==> config.mk <==
export PLATFORM = sky130hd
export DESIGN_NAME = alu_issue
export DESIGN_NICKNAME = d
export VERILOG_FILES = /design/src/rtl/alu_issue.sv
export SDC_FILE = /design/constraint.sdc
export NUM_CORES = 1
export LEC_CHECK = 0
export CAP_MARGIN = 10
export CORE_ASPECT_RATIO = 0.7
export CORE_MARGIN = 2
export CORE_UTILIZATION = 47
export CTS_CLUSTER_SIZE = 12
export DETAILED_ROUTE_END_ITERATION = 10
export PLACE_DENSITY = 0.9
export SLEW_MARGIN = 15
export SYNTH_ARGS = -nofsm -noshare
export SYNTH_HDL_FRONTEND = slang
export SYNTH_SLANG_ARGS = --single-unit
==> constraint.sdc <==
create_clock -name clk -period 8.3 [get_ports clk]
set_clock_uncertainty 0.05 [all_clocks]
set_input_delay 1.245 -clock clk [delete_from_list [all_inputs] [get_ports clk]]
set_output_delay 1.245 -clock clk [all_outputs]
set_load 0.01 [all_outputs]
==> src/rtl/alu_issue.sv <==
// RV32I decode/issue stage: decodes ALU op and operands, holds them in a
// two-entry skid buffer (main drives the outputs, skid absorbs one stall).
module alu_issue #(
    parameter int XLEN = 32
) (
    input  logic            clk,
    input  logic            rst,
    input  logic            flush,
    input  logic            in_valid,
    output logic            in_ready,
    input  logic [31:0]     instr,
    input  logic [XLEN-1:0] pc,
    input  logic [XLEN-1:0] rs1_data,
    input  logic [XLEN-1:0] rs2_data,
    output logic            out_valid,
    input  logic            out_ready,
    output logic [31:0]     alu_control,
    output logic [XLEN-1:0] operand1,
    output logic [XLEN-1:0] operand2,
    output logic [4:0]      shamt,
    output logic [4:0]      rd_addr,
    output logic            illegal
);

    localparam logic [3:0] ALU_ADD  = 4'd0;
    localparam logic [3:0] ALU_SUB  = 4'd1;
    localparam logic [3:0] ALU_AND  = 4'd2;
    localparam logic [3:0] ALU_OR   = 4'd3;
    localparam logic [3:0] ALU_XOR  = 4'd4;
    localparam logic [3:0] ALU_SLT  = 4'd5;
    localparam logic [3:0] ALU_SLTU = 4'd6;
    localparam logic [3:0] ALU_SLL  = 4'd7;
    localparam logic [3:0] ALU_SRL  = 4'd8;
    localparam logic [3:0] ALU_SRA  = 4'd9;

    localparam logic [6:0] OPC_OP     = 7'b0110011;
    localparam logic [6:0] OPC_OP_IMM = 7'b0010011;
    localparam logic [6:0] OPC_LUI    = 7'b0110111;
    localparam logic [6:0] OPC_AUIPC  = 7'b0010111;
    localparam logic [6:0] F7_ZERO    = 7'b0000000;
    localparam logic [6:0] F7_ALT     = 7'b0100000;

    typedef struct packed {
        logic [3:0]      ctrl;
        logic [XLEN-1:0] op1;
        logic [XLEN-1:0] op2;
        logic [4:0]      shamt;
        logic [4:0]      rd;
        logic            illegal;
    } bundle_t;

    bundle_t dec;
    bundle_t main_q;
    bundle_t skid_q;
    logic    main_valid;
    logic    skid_valid;
    logic    in_ready_q;
    logic    in_fire;
    logic    bad;

    wire [6:0] opcode = instr[6:0];
    wire [2:0] f3     = instr[14:12];
    wire [6:0] f7     = instr[31:25];
    wire       r_type = (opcode == OPC_OP);

    // NOTE: every field gets a default before the case so no path through
    // the block leaves a signal unassigned, which would infer a latch.
    always_comb begin
        dec       = '0;
        dec.rd    = instr[11:7];
        bad       = 1'b0;
        unique case (opcode)
            OPC_OP, OPC_OP_IMM: begin
                dec.op1   = rs1_data;
                dec.op2   = r_type ? rs2_data : {{(XLEN-12){instr[31]}}, instr[31:20]};
                dec.shamt = r_type ? rs2_data[4:0] : instr[24:20];
                // Immediate forms only constrain f7 on the shifts.
                unique case (f3)
                    3'b000: begin
                        dec.ctrl = (r_type && f7 == F7_ALT) ? ALU_SUB : ALU_ADD;
                        bad      = r_type && !(f7 == F7_ZERO || f7 == F7_ALT);
                    end
                    3'b001: begin dec.ctrl = ALU_SLL;  bad = (f7 != F7_ZERO);           end
                    3'b010: begin dec.ctrl = ALU_SLT;  bad = r_type && (f7 != F7_ZERO); end
                    3'b011: begin dec.ctrl = ALU_SLTU; bad = r_type && (f7 != F7_ZERO); end
                    3'b100: begin dec.ctrl = ALU_XOR;  bad = r_type && (f7 != F7_ZERO); end
                    3'b110: begin dec.ctrl = ALU_OR;   bad = r_type && (f7 != F7_ZERO); end
                    3'b111: begin dec.ctrl = ALU_AND;  bad = r_type && (f7 != F7_ZERO); end
                    default: begin
                        dec.ctrl = (f7 == F7_ALT) ? ALU_SRA : ALU_SRL;
                        bad      = !(f7 == F7_ZERO || f7 == F7_ALT);
                    end
                endcase
            end
            OPC_LUI: begin
                dec.ctrl = ALU_ADD;
                dec.op2  = {instr[31:12], 12'b0};
            end
            OPC_AUIPC: begin
                dec.ctrl = ALU_ADD;
                dec.op1  = pc;
                dec.op2  = {instr[31:12], 12'b0};
            end
            default: bad = 1'b1;
        endcase
        if (bad) begin
            dec.ctrl    = ALU_ADD;
            dec.op1     = '0;
            dec.op2     = '0;
            dec.shamt   = '0;
            dec.illegal = 1'b1;
        end
    end

    assign in_fire = in_valid && in_ready_q;

    // NOTE: state updates use non-blocking assignments so every register
    // samples pre-edge values and the block is order-independent.
    always_ff @(posedge clk or posedge rst) begin
        if (rst) begin
            main_q     <= '0;
            main_valid <= 1'b0;
            skid_valid <= 1'b0;
            in_ready_q <= 1'b0;
        end else if (flush) begin
            main_valid <= 1'b0;
            skid_valid <= 1'b0;
            in_ready_q <= 1'b1;
        end else begin
            if (!main_valid || out_ready) begin
                // Main frees up: refill from skid first to keep order.
                if (skid_valid) begin
                    main_q     <= skid_q;
                    main_valid <= 1'b1;
                    skid_valid <= 1'b0;
                end else if (in_fire) begin
                    main_q     <= dec;
                    main_valid <= 1'b1;
                end else begin
                    main_valid <= 1'b0;
                end
            end else if (in_fire) begin
                skid_valid <= 1'b1;
            end
            in_ready_q <= !(main_valid && !out_ready && (skid_valid || in_fire));
        end
    end

    // NOTE: the skid payload is not reset; skid_valid alone says whether it
    // holds anything, so resetting the data would only cost reset routing.
    always_ff @(posedge clk) begin
        if (!flush && main_valid && !out_ready && in_fire)
            skid_q <= dec;
    end

    assign in_ready    = in_ready_q;
    assign out_valid   = main_valid;
    assign alu_control = {28'b0, main_q.ctrl};
    assign operand1    = main_q.op1;
    assign operand2    = main_q.op2;
    assign shamt       = main_q.shamt;
    assign rd_addr     = main_q.rd;
    assign illegal     = main_q.illegal;

endmodule

==> metrics.txt <==
status complete, no violations; CP Launch Type input pin; synthesized flop and latch total about 160; post-CTS resize count 0; Worst R2R Path Depth 7; Detailed Routing Iterations Pass 1 7; vias in the first global route approximately 6,600; total die area about 18,000 um^2; Clock transition at path regs 0.07 ns; Post CTS Setup Buffer Count 0; Port Buffers between 200 and 250; Post-synth EDFFs ~80; final setup violation count 0; Unique masters post-synth 39; initial antenna violation count 0; final core occ 0.647; CTS Hold Buffers Added 0; Seq/Total Area, Yosys 0.563; total wire length 22.2 mm; Die Ht 112 um; TNS Setup 0 ns; Final Cell Area about 11,000 um^2; num rows 39; clock root buffer clkbuf_16; met1 usage 0.360; post-synthesis mux area share 0.0231; fin nets about 1,200; DR DRC count 0; max-slew violation count 0; Core Area 16,300 um^2; post-DP HPWL around 15 mm; worst reg2reg setup slack between 5 and 6 ns; compound-gate portion of the synthesized area 0.152; M3 GR Usage 0.0614; Via density ~5.2; crit path capture operand1[27]; initial DRC count 600; xor/xnor share of the synthesized area 0.00111; internal power 1570 uW; CP endpoint kind flip-flop; Synth warnings 0; sequential share of power 0.445; kind of critical path input pin to flip-flop; clk sinks 161; Power Dens Cells approximately 200 nW/um^2; crit share post-route 0.470; Clk Latency, worst-skew pair approximately 0.43 ns; share of flip-flops with an asynchronous set or reset 0.509; final hold vios 0; Leak roughly 0.0038 uW; worst hold path type flip-flop to flip-flop; syn avg cell area just under 9 um^2; grt ovf 0; Crit Path Max Fanout between 50 and 60; crit path DAT between 4 and 5 ns; post-synthesis to final-layout area growth 34.7%; Mapped Area between 7000 and 8000 um^2; met2 layer usage reported by global route 0.394; CTS HTree Levels 4; global-route wire length before repair 34.5 mm; Starting Density 0.481; crit path from instr[1]; Switching Power 554 uW; most used routing layer met2; post-synthesis instance total between 900 and 1,000; routed length per placed instance around 17 um; most common cell after layout, fill and taps aside nand2_1; largest net degree at the start of global routing between 90 and 100; Period minus WS final around 3.9 ns; Most used DFF post-synth dfrtp_1; routed vias ~7,000; Max-cap violations 0; Worst-Margin Slew between 0.9 and 1 ns; number of antenna diodes 0; CP required 8.57 ns; Slew HR 0.385; Worst Hold Depth 2; GP Congestion approximately 0.88; die span in x approximately 160 um; CTS buffer count 17; filler cell count 1,329; Comb pwr share 0.196; Worst R2R Start skid_valid; CTS Buffer Depth 2; Adder-Cell Fraction of Synth Area 0; post-synthesis simple-gate area fraction 0.182; share of cells above drive strength 1 0.0531; Max VDD drop roughly 140 uV; Max Clk Rate roughly 260 MHz; unrepaired setup endpoints after global routing false; most frequent cells in the layout nand2_1 (245), clkdlybuf4s50_1 (211), o21ai_0 (116); Critical R2R Capture operand2[2]; Sw Share 0.260; Overall Global Routing Usage 0.253; Area after DPL roughly 10,000 um^2; Antenna Nets Post-Route 0; largest family of logic cells by synthesized area simple AND/OR/NAND/NOR gates; TritonCTS clock tree built; Clock power frac 0.359; num ports 242
power groups by stage:
stage	Sequential, uW	Clock (uW)	Combinational, uW
6_report	947	765	416
5_1_grt	955	814	455
4_1_cts	947	781	418
3_5_place_dp	961	0	415
3_3_place_gp	958	0	408
2_1_floorplan	988	0	143
worst max-delay path: stages:
cell and delay, ns:
clkdlybuf4s50_1 0.48, nand4b_1 0.16, nor2_4 0.10, buf_4 0.54, and3_1 0.45, nand4_4 0.74
o21ai_1 0.39
stage by stage:
stage | hold WS, ns | total power, uW | worst slack (ns) | instances
after CTS | 0.468 | 2150 | 4.43 | 1317
after global routing | 0.500 | 2220 | 4.21 | 1317
after global placement | 0.446 | 1370 | 4.09 | 1286
after floorplan | 0.456 | 1130 | 0.875 | 930
after detailed placement | 0.450 | 1380 | 3.99 | 1286
final | 0.465 | 2130 | 4.40 | 1317
Yosys cell counts (6+ instances only):
cell / number / area (um^2)
mux2i_1: 17 / 170
clkbuf_1: 50 / 188
buf_2: 11 / 55.1
a21oi_1: 28 / 140
nor2b_1: 6 / 37.5
o21ai_1: 77 / 385
edfxtp_1: 79 / 2370
nand2_1: 245 / 920
buf_4: 29 / 218
o21ai_0: 116 / 581
nor2_1: 86 / 323
dfrtp_1: 82 / 2050
inv_1: 36 / 135
flip-flops by register name, summed over array words and instances (netlist names), 4 cells and up:
signal	count
alu_control	4
operand1	32
operand2	32
rd_addr	5
shamt	5
skid_q	79
logic make-up (layout without fill, tap and decap cells):
kind of cell	Yosys count	in the layout
other	1	28
AOI/OAI and AO/OA	232	232
DFF	161	161
and+or+nand+nor	359	359
xor gates and xnor gates	1	1
buffers and inverters	131	293
muxes	18	18
per-layer routing:
layer / part of all wire / routed length, um
met5: 0 / 0
met4: 0.0091 / 203
met3: 0.085 / 1890
met2: 0.46 / 10200
met1: 0.45 / 9950
final cells by class:
type                            count  area, um^2  area share
Clock buffer                       18         439      0.0415
Clock inverter                     13         138      0.0130
Inverter                           37         140      0.0132
Multi-Input combinational cell    638        2950       0.279
Sequential cell                   161        4430       0.418
Tap cell                          225         282      0.0266
Timing Repair Buffer              225        2210       0.209
worst min path at each step:
stage / start / to / slack, ns
after global placement: shamt[0] / shamt[0] / 0.45
final: shamt[0] / shamt[0] / 0.46
after global routing: shamt[0] / shamt[0] / 0.50
after detailed placement: shamt[0] / shamt[0] / 0.45
after CTS: shamt[0] / shamt[0] / 0.47
after floorplan: skid_q[22] / operand2[11] / 0.46
Power figures use the tool's default switching activity.
